`src/rtl/merge_net_scheduler.sv`:
```
// rtl/merge_net_scheduler.sv - round-robin issue of requester vectors into one shared merge network, tagged result FIFO
// Optional per-requester statistics outputs are built when SCHED_STATS_EN is defined.
module merge_net_scheduler #(
    parameter int NUM_REQ     = 4,
    parameter int LOG_INPUT   = 4,
    parameter int DATA_WIDTH  = 8,
    parameter int NET_LATENCY = 10,
    parameter int FIFO_DEPTH  = 16,
    localparam int VEC_W = DATA_WIDTH * (2 ** LOG_INPUT),
    localparam int IDW   = (NUM_REQ > 1) ? $clog2(NUM_REQ) : 1
) (
    input  logic                     clk,
    input  logic                     rst,
    input  logic [NUM_REQ-1:0]       req_valid,
    input  logic [NUM_REQ*VEC_W-1:0] req_data,
    output logic [NUM_REQ-1:0]       req_ready,
    output logic [VEC_W-1:0]         net_x,
    output logic                     net_x_valid,
    input  logic [VEC_W-1:0]         net_y,
    input  logic                     net_y_valid,
    output logic [VEC_W-1:0]         res_data,
    output logic [IDW-1:0]           res_id,
    output logic                     res_valid,
    input  logic                     res_ready,
    output logic                     tag_err
`ifdef SCHED_STATS_EN
    ,
    output logic [31:0]              stat_issued,
    output logic [31:0]              stat_stall,
    output logic [NUM_REQ*16-1:0]    stat_grant
`endif
);

    localparam int AW = $clog2(FIFO_DEPTH);
    localparam int CW = AW + 1;
    localparam int GW = $clog2(NET_LATENCY + 1);

    logic [IDW-1:0]   rr_ptr;
    logic [IDW-1:0]   grant_id;
    logic             grant_any;
    logic [VEC_W-1:0] grant_data;
    logic             transfer;
    logic             credit_ok;
    logic [CW:0]      credit_sum;

    logic [CW-1:0]    inflight;
    logic [CW-1:0]    fifo_count;
    logic [AW-1:0]    wr_ptr;
    logic [AW-1:0]    rd_ptr;
    logic [VEC_W-1:0] mem_data [FIFO_DEPTH];
    logic [IDW-1:0]   mem_id   [FIFO_DEPTH];

    logic [IDW-1:0]         issue_id;
    logic [NET_LATENCY-1:0] tag_v;
    logic [IDW-1:0]         tag_id [NET_LATENCY];
    logic [GW-1:0]          guard_cnt;
    logic                   ignore;
    logic                   y_ok;
    logic                   fifo_full;
    logic                   push;
    logic                   pop;

    // Every issued vector reserves a FIFO slot until it is popped, so the FIFO cannot overflow.
    assign credit_sum = {1'b0, inflight} + {1'b0, fifo_count} + (CW+1)'(1);
    assign credit_ok  = credit_sum <= (CW+1)'(FIFO_DEPTH);
    assign transfer   = grant_any & credit_ok & rst;

    always_comb begin
        logic [IDW-1:0] cand;
        req_ready  = '0;
        grant_id   = '0;
        grant_any  = 1'b0;
        grant_data = '0;
        cand       = rr_ptr;
        for (int k = 0; k < NUM_REQ; k++) begin
            if (!grant_any && req_valid[cand]) begin
                grant_any = 1'b1;
                grant_id  = cand;
            end
            cand = (cand == IDW'(NUM_REQ - 1)) ? '0 : cand + IDW'(1);
        end
        for (int r = 0; r < NUM_REQ; r++) begin
            if (grant_id == IDW'(r)) grant_data = req_data[r*VEC_W +: VEC_W];
        end
        req_ready[grant_id] = transfer;
    end

    always_ff @(posedge clk) begin
        if (!rst) begin
            rr_ptr      <= '0;
            net_x       <= '0;
            net_x_valid <= 1'b0;
            issue_id    <= '0;
        end else begin
            net_x_valid <= transfer;
            if (transfer) begin
                net_x    <= grant_data;
                issue_id <= grant_id;
                rr_ptr   <= (grant_id == IDW'(NUM_REQ - 1)) ? '0 : grant_id + IDW'(1);
            end
        end
    end

    // Results still draining from before a reset arrive inside the guard window and are dropped.
    assign ignore    = guard_cnt < GW'(NET_LATENCY);
    assign y_ok      = net_y_valid & ~ignore;
    assign fifo_full = fifo_count == CW'(FIFO_DEPTH);
    assign push      = y_ok & ~fifo_full;
    assign pop       = res_valid & res_ready;

    always_ff @(posedge clk) begin
        if (!rst) begin
            tag_v     <= '0;
            guard_cnt <= '0;
            tag_err   <= 1'b0;
            inflight  <= '0;
            for (int s = 0; s < NET_LATENCY; s++) tag_id[s] <= '0;
        end else begin
            tag_v[0]  <= net_x_valid;
            tag_id[0] <= issue_id;
            for (int s = 1; s < NET_LATENCY; s++) begin
                tag_v[s]  <= tag_v[s-1];
                tag_id[s] <= tag_id[s-1];
            end
            if (ignore) guard_cnt <= guard_cnt + GW'(1);
            if ((~ignore & (net_y_valid != tag_v[NET_LATENCY-1])) | (y_ok & fifo_full))
                tag_err <= 1'b1;
            inflight <= inflight + CW'(transfer) - CW'(y_ok & (inflight != '0));
        end
    end

    always_ff @(posedge clk) begin
        if (!rst) begin
            wr_ptr     <= '0;
            rd_ptr     <= '0;
            fifo_count <= '0;
        end else begin
            if (push) wr_ptr <= wr_ptr + AW'(1);
            if (pop)  rd_ptr <= rd_ptr + AW'(1);
            fifo_count <= fifo_count + CW'(push) - CW'(pop);
        end
    end

    always_ff @(posedge clk) begin
        if (push) begin
            mem_data[wr_ptr] <= net_y;
            mem_id[wr_ptr]   <= tag_id[NET_LATENCY-1];
        end
    end

    assign res_valid = fifo_count != '0;
    assign res_data  = mem_data[rd_ptr];
    assign res_id    = mem_id[rd_ptr];

`ifdef SCHED_STATS_EN
    always_ff @(posedge clk) begin
        if (!rst) begin
            stat_issued <= '0;
            stat_stall  <= '0;
            stat_grant  <= '0;
        end else begin
            if (transfer && stat_issued != '1) stat_issued <= stat_issued + 32'd1;
            if (|req_valid && !transfer && stat_stall != '1) stat_stall <= stat_stall + 32'd1;
            for (int r = 0; r < NUM_REQ; r++) begin
                if (transfer && grant_id == IDW'(r) && stat_grant[r*16 +: 16] != 16'hFFFF)
                    stat_grant[r*16 +: 16] <= stat_grant[r*16 +: 16] + 16'd1;
            end
        end
    end
`endif

endmodule

```
`config.mk`:
```
export PLATFORM = sky130hd
export DESIGN_NAME = merge_net_scheduler
export DESIGN_NICKNAME = d
export VERILOG_FILES = /design/src/rtl/merge_net_scheduler.sv
export SDC_FILE = /design/constraint.sdc
export NUM_CORES = 2
export LEC_CHECK = 0
export CAP_MARGIN = 30
export CORE_ASPECT_RATIO = 0.6
export CORE_UTILIZATION = 57
export DETAILED_ROUTE_END_ITERATION = 7
export PLACE_DENSITY = 0.86
export SLEW_MARGIN = 20
export SYNTH_ARGS = -nofsm -noshare
export SYNTH_HDL_FRONTEND = slang
export SYNTH_SLANG_ARGS = --single-unit
```
`constraint.sdc`:
```
create_clock -name clk -period 15.2 [get_ports clk]
set_clock_uncertainty 0.05 [all_clocks]
set_input_delay 3.04 -clock clk [delete_from_list [all_inputs] [get_ports clk]]
set_output_delay 3.04 -clock clk [all_outputs]
set_load 0.01 [all_outputs]
```
After elaboration in Yosys (flattened, before gate mapping):

Memory sizes are Yosys's and may differ from the RTL's. A register that Yosys moved wholly into a read port is not among the register bits.
Cells that the tools add are included.

* register bits after elaboration: 166
* bits in writable memories: 2100
* input bits: 648
* output and inout port bits: 265
* word-level logic and storage cells: 119
* memories: 3

Memories
* mem_data: words 16, width 128, rd ports 1, clocked after Yosys merged registers in 1, wr ports 1, RTL line 50 `logic [VEC_W-1:0] mem_data [FIFO_DEPTH];`
* mem_id: words 16, width 2, rd ports 1, clocked after Yosys merged registers in 1, wr ports 1, RTL line 51 `logic [IDW-1:0] mem_id [FIFO_DEPTH];`
* tag_id: words 10, width 2, rd ports 10, clocked after Yosys merged registers in 0, wr ports 10, RTL line 55 `logic [IDW-1:0] tag_id [NET_LATENCY];`

* add/sub/neg operators: 13
* $lt $le $gt $ge: 8
* equal/unequal tests: 8
* muxes and demuxes: 44
* bitwise logic cells: 22
* reduce and logical (&&, ||, !) cells: 10

Operators by type and width (number)
* $mux 128: 4
* $mux 2: 18
* $mux 4: 4
* $lt 2x3->1 const B: 5
* $mux 1: 13
* $add 4x1->4 const B: 3
* $or 1x1->1: 11
* $add 5x1->5: 2
* $eq 2x2->1 const B: 5
* $reduce_bool 5->1: 2
* $sub 5x1->5: 2
* $add 2x1->2 const B: 4
* $and 1x1->1: 8
* $bmux 1 s2: 4
* $add 5x5->6: 1
* $add 6x1->6 const B: 1
* $le 6x5->1 const B: 1
* $eq 5x5->1 const B: 1
* $and 4x4->4: 1
* $logic_and 1x1->1: 4
* $lt 4x4->1 const B: 1
* $logic_not 1->1: 3
* $demux 1 s2: 1
* $eq 2x1->1 const B: 1
* 4 further kinds: 5

Depth between registers and ports, before layout:

* word-level depth: 17
* gate-level depth with buffers: 19
* mapped depth without buffers: 14

Worst setup path after synthesis:

No wires, ideal clock.

* path kind: input port to flip-flop
* start point: input net_y_valid
* end point: memory mem_data[3][0] (netlist bit) (enable)
* library setup time: 0.778 ns
* arrival time: 12.417 ns
* required time: 14.372 ns
* path slack: 1.955 ns
* stages on the path: 5
* path buffers: 1
* path through: nand2_1 nor2b_1 clkbuf_1 nand2_1 nor3_1

* word-level cells in the longest chain between the ends: 4

RTL lines
* start: declaration: RTL line 20 `input logic net_y_valid,`
* $and 1x1->1: RTL line 106 `assign y_ok = net_y_valid & ~ignore;`
* $and 1x1->1: RTL line 108 `assign push = y_ok & ~fifo_full;`
* $mux 1: RTL line 145 `if (push) begin`
* $mux 1 (implied by the code): RTL line 146 `mem_data[wr_ptr] <= net_y;`
* end: declaration: RTL line 50

Every way passes these cells.

Worst setup path in the final report:

* start point: input req_valid[3]
* end point: output req_ready[0]

* word-level cells in the longest chain between the ends: 17
* elaborated cells on any way between the ends: 30
* those cells by class: order compare (2); mux (18); bitwise (3); reduce/logical (7)

RTL lines
* start: declaration: RTL line 14 `input logic [NUM_REQ-1:0] req_valid,`
* $bmux 1 s2: RTL line 76 `if (!grant_any && req_valid[cand]) begin`
* $mux 1 (implied by the code): RTL line 76
* $mux 1: RTL line 76
* $logic_not 1->1: RTL line 76
* $logic_and 1x1->1: RTL line 76
* $mux 1: RTL line 76
* $logic_not 1->1: RTL line 76
* $logic_and 1x1->1: RTL line 76
* $mux 1: RTL line 76
* $logic_not 1->1: RTL line 76
* $logic_and 1x1->1: RTL line 76
* $mux 2: RTL line 76
* $lt 2x3->1 (implied by the code) or $ge 2x1->1 (tied branches): RTL line 85 `req_ready[grant_id] = transfer;`
* $logic_and 1x1->1 (implied by the code): RTL line 85
* $mux 1 (implied by the code): RTL line 85
* $demux 1 s2: RTL line 85
* $and 4x4->4 (no line) *
* end: declaration: RTL line 16 `output logic [NUM_REQ-1:0] req_ready,`

Mark *: on every way between the ends. The rest lies on a longest branch, timed or not. The select of a mux whose other input is x is not followed.

==> results.md <==
* Tcrit/Tclk final at 65.82%
* Status: finished clean
* Total Neg Setup Slack at 0 ns
* Reg clk slew, reported paths at 0.07 ns
* Synth Register Bits at 2270
* Area of the mapped netlist at 88810 sq um
* Slew Limit Headroom at 23.27%
* Drt pass-1 iters at 8
* Synth unique cells at 52
* Tmin final at 10.00 ns
* Setup Buffers After CTS at 0
* Clk buf depth at 3
* Ys async rst share at 0%
* CP required at 12.11 ns
* Worst Path Max Fanout at 9
* GRT Util Overall at 40.54%
* Final hold violation count at 0
* Initial antenna violation count at 112
* Sink Count at 2270
* Top cells by area, synth: edfxtp_1 (70%), mux4_2 (16%), dfxtp_1 (4.3%)
* Core area at 153600 sq um
* Post-Syn Area per Cell at 20.71 sq um
* Clock root cell: clkbuf_16
* Nets@finish at 5865
* Pwr dens at 164.9 nW/um^2
* Worst slew pin tran at 1.151 ns
* I/O Pins at 913
* Via density at 7.020
* Worst min-delay path class: flop to flop
* CTS Hold Bufs at 0
* CTS H-tree depth at 4
* Synth Instances at 4289
* CP Class: input port to primary output
* WL/cell at 42.80 um
* Crit path DAT at 6.91 ns
* Total gr overflow at 0
* Cts bufs inserted at 190
* Total power at 17.62 mW
* Setup violations, final at 0
* FILL cells at 8900
* Maximum clock frequency at 99.96 MHz
* Post-synth top area cell: edfxtp_1
* Post-synth EDFFs at 2080
* Worst-Skew Late Latency at 0.83 ns
* DRT Wirelength at 319.2 mm
* Max-cap violations at 0
* Share of cells above drive strength 1 at 19.40%
* YS warnings at 0
* Hold path cells at 1
* Main synth FF type: edfxtp_1
* FP Rows at 111
* VDD IR max at 0.1422 mV
* Crit end category: primary output
* Chip width at 511.6 um
* Vias in the first global route at 51320
* Final Slew Violations at 0
* DP Wirelength at 186.7 mm
* Pin count of the biggest net entering global routing at 178
* First-pass GRT wire length at 429.3 mm
* # port buffers at 912
* Die height at 307.7 um
* Most frequent cells in the layout: edfxtp_1 (2080), clkdlybuf4s50_1 (911), mux4_2 (635), clkbuf_16 (195), dfxtp_1 (186)
* Area grow syn2layout at 20.32%
* Share of the synthesized area in the top cell type at 70.33%
* Unrepaired setup endpoints after global routing: no
* Number of DRC markers in iteration 0 at 8407
* Leakage Power at 34.17 nW
* Worst reg-to-reg path cell count at 13
* DRC viols at 0
* Net Count, Synth at 4967
* Commonest non-fill, non-tap cell in the layout: edfxtp_1
* Via count at 52360
* GP Congestion at 1.041
* Starting Density at 57.81%
* Remaining antenna violation count at 0
* TritonCTS clock tree: yes
* Sequential cell area fraction in the yosys report at 74.62%
* PostCTS Resize Cnt at 0
* Die area at 157400 sq um
* Startpoint types: input port
[power by group]
| group | internal, mW | switching [mW] | leakage [nW] |
|---|---|---|---|
| clock network | 2.64 | 2.38 | 3.00 |
| registers | 6.95 | 0.137 | 20.3 |
| logic | 2.42 | 3.10 | 10.9 |
| total | 12.0 | 5.61 | 34.2 |
[cell usage after synthesis, types with 4 or more instances]
cell type,number
a22oi_1,128
inv_1,23
o211a_1,129
nand2_1,151
o21ai_0,5
edfxtp_1,2080
a31oi_1,4
mux2i_1,22
xor2_1,4
xnor2_1,11
nor2b_1,27
mux4_2,635
a21oi_1,154
buf_4,10
o211ai_1,130
dfxtp_1,190
clkbuf_1,183
nor2_1,150
nand2b_1,8
and2_1,49
buf_2,52
ha_1,28
buf_1,51
a211oi_1,18
nor3_1,6
[area by class of cell]
type	count	area, sq um	area share [%]
sequential	2270	66280	62.03
multi-input combinational	1700	21400	20.03
timing repair buffer	1002	10200	9.547
clock buffer	234	5056	4.732
tap	2034	2545	2.382
clock inverter	116	1089	1.019
antenna	80	200.2	0.1874
inverter	23	86.33	0.08080
[flip-flops by register name, summed over array words and instances (netlist names), named ones only]
register / count
inflight: 5
issue_id: 2
net_x_valid: 1
rr_ptr: 2
rd_ptr: 4
fifo_count: 5
wr_ptr: 4
tag_id: 20
tag_err: 1
mem_data: 2048
net_x: 128
tag_v: 10
guard_cnt: 4
mem_id: 32
[logic make-up after synthesis]
family	synth area share [%]
fa+ha+maj	0.4396
compound gates	4.928
simple gates	2.015
xor+xnor	0.1479
mux	16.39
buf+inv	1.464
flops	74.62
[final timing paths]
kind,slack (ns),end,start
setup / recovery,5.20,req_ready[0],req_valid[3]
hold / removal,0.38,tag_v[7],tag_v[6]
setup reg to reg,9.09,net_x[92],rr_ptr[0]
hold reg to reg,0.38,tag_v[7],tag_v[6]
[layer usage]
layer / track usage [%] / share of wire [%] / vias to the layer above
li1: - / - / 19810
met1: 50.02 / 33 / 26920
met2: 63.27 / 47 / 4619
met3: 11.80 / 13 / 976
met4: 26.47 / 7.8 / 40
met5: 0 / 0.088 / -
[per-stage QoR]
| stage | worst slack, ns | area, sq um | util [%] | hold slack, ns | std cells |
|---|---|---|---|---|---|
| 6_report | 5.196 | 106900 | 69.56 | 0.3759 | 7459 |
| 3_5_place_dp | 5.264 | 100400 | 65.34 | 0.3679 | 7023 |
| 4_1_cts | 5.274 | 106500 | 69.34 | 0.3819 | 7373 |
| 5_1_grt | 5.071 | 106800 | 69.52 | 0.3968 | 7434 |
| 2_1_floorplan | 1.955 | 88810 | - | 0.3536 | 4289 |
| 3_3_place_gp | 5.230 | 100100 | 65.20 | 0.3641 | 7015 |
[critical path, cell delays in order]
cell and delay [ns]:
clkdlybuf4s50_1 0.57, mux2_2 0.36, mux2i_1 0.17, mux2_2 0.36, a41o_1 0.20, mux2i_1 0.53, ha_1 0.32, and2_1 0.44
clkdlybuf4s50_1 0.91
No activity file was read; power rests on OpenSTA's default activity.
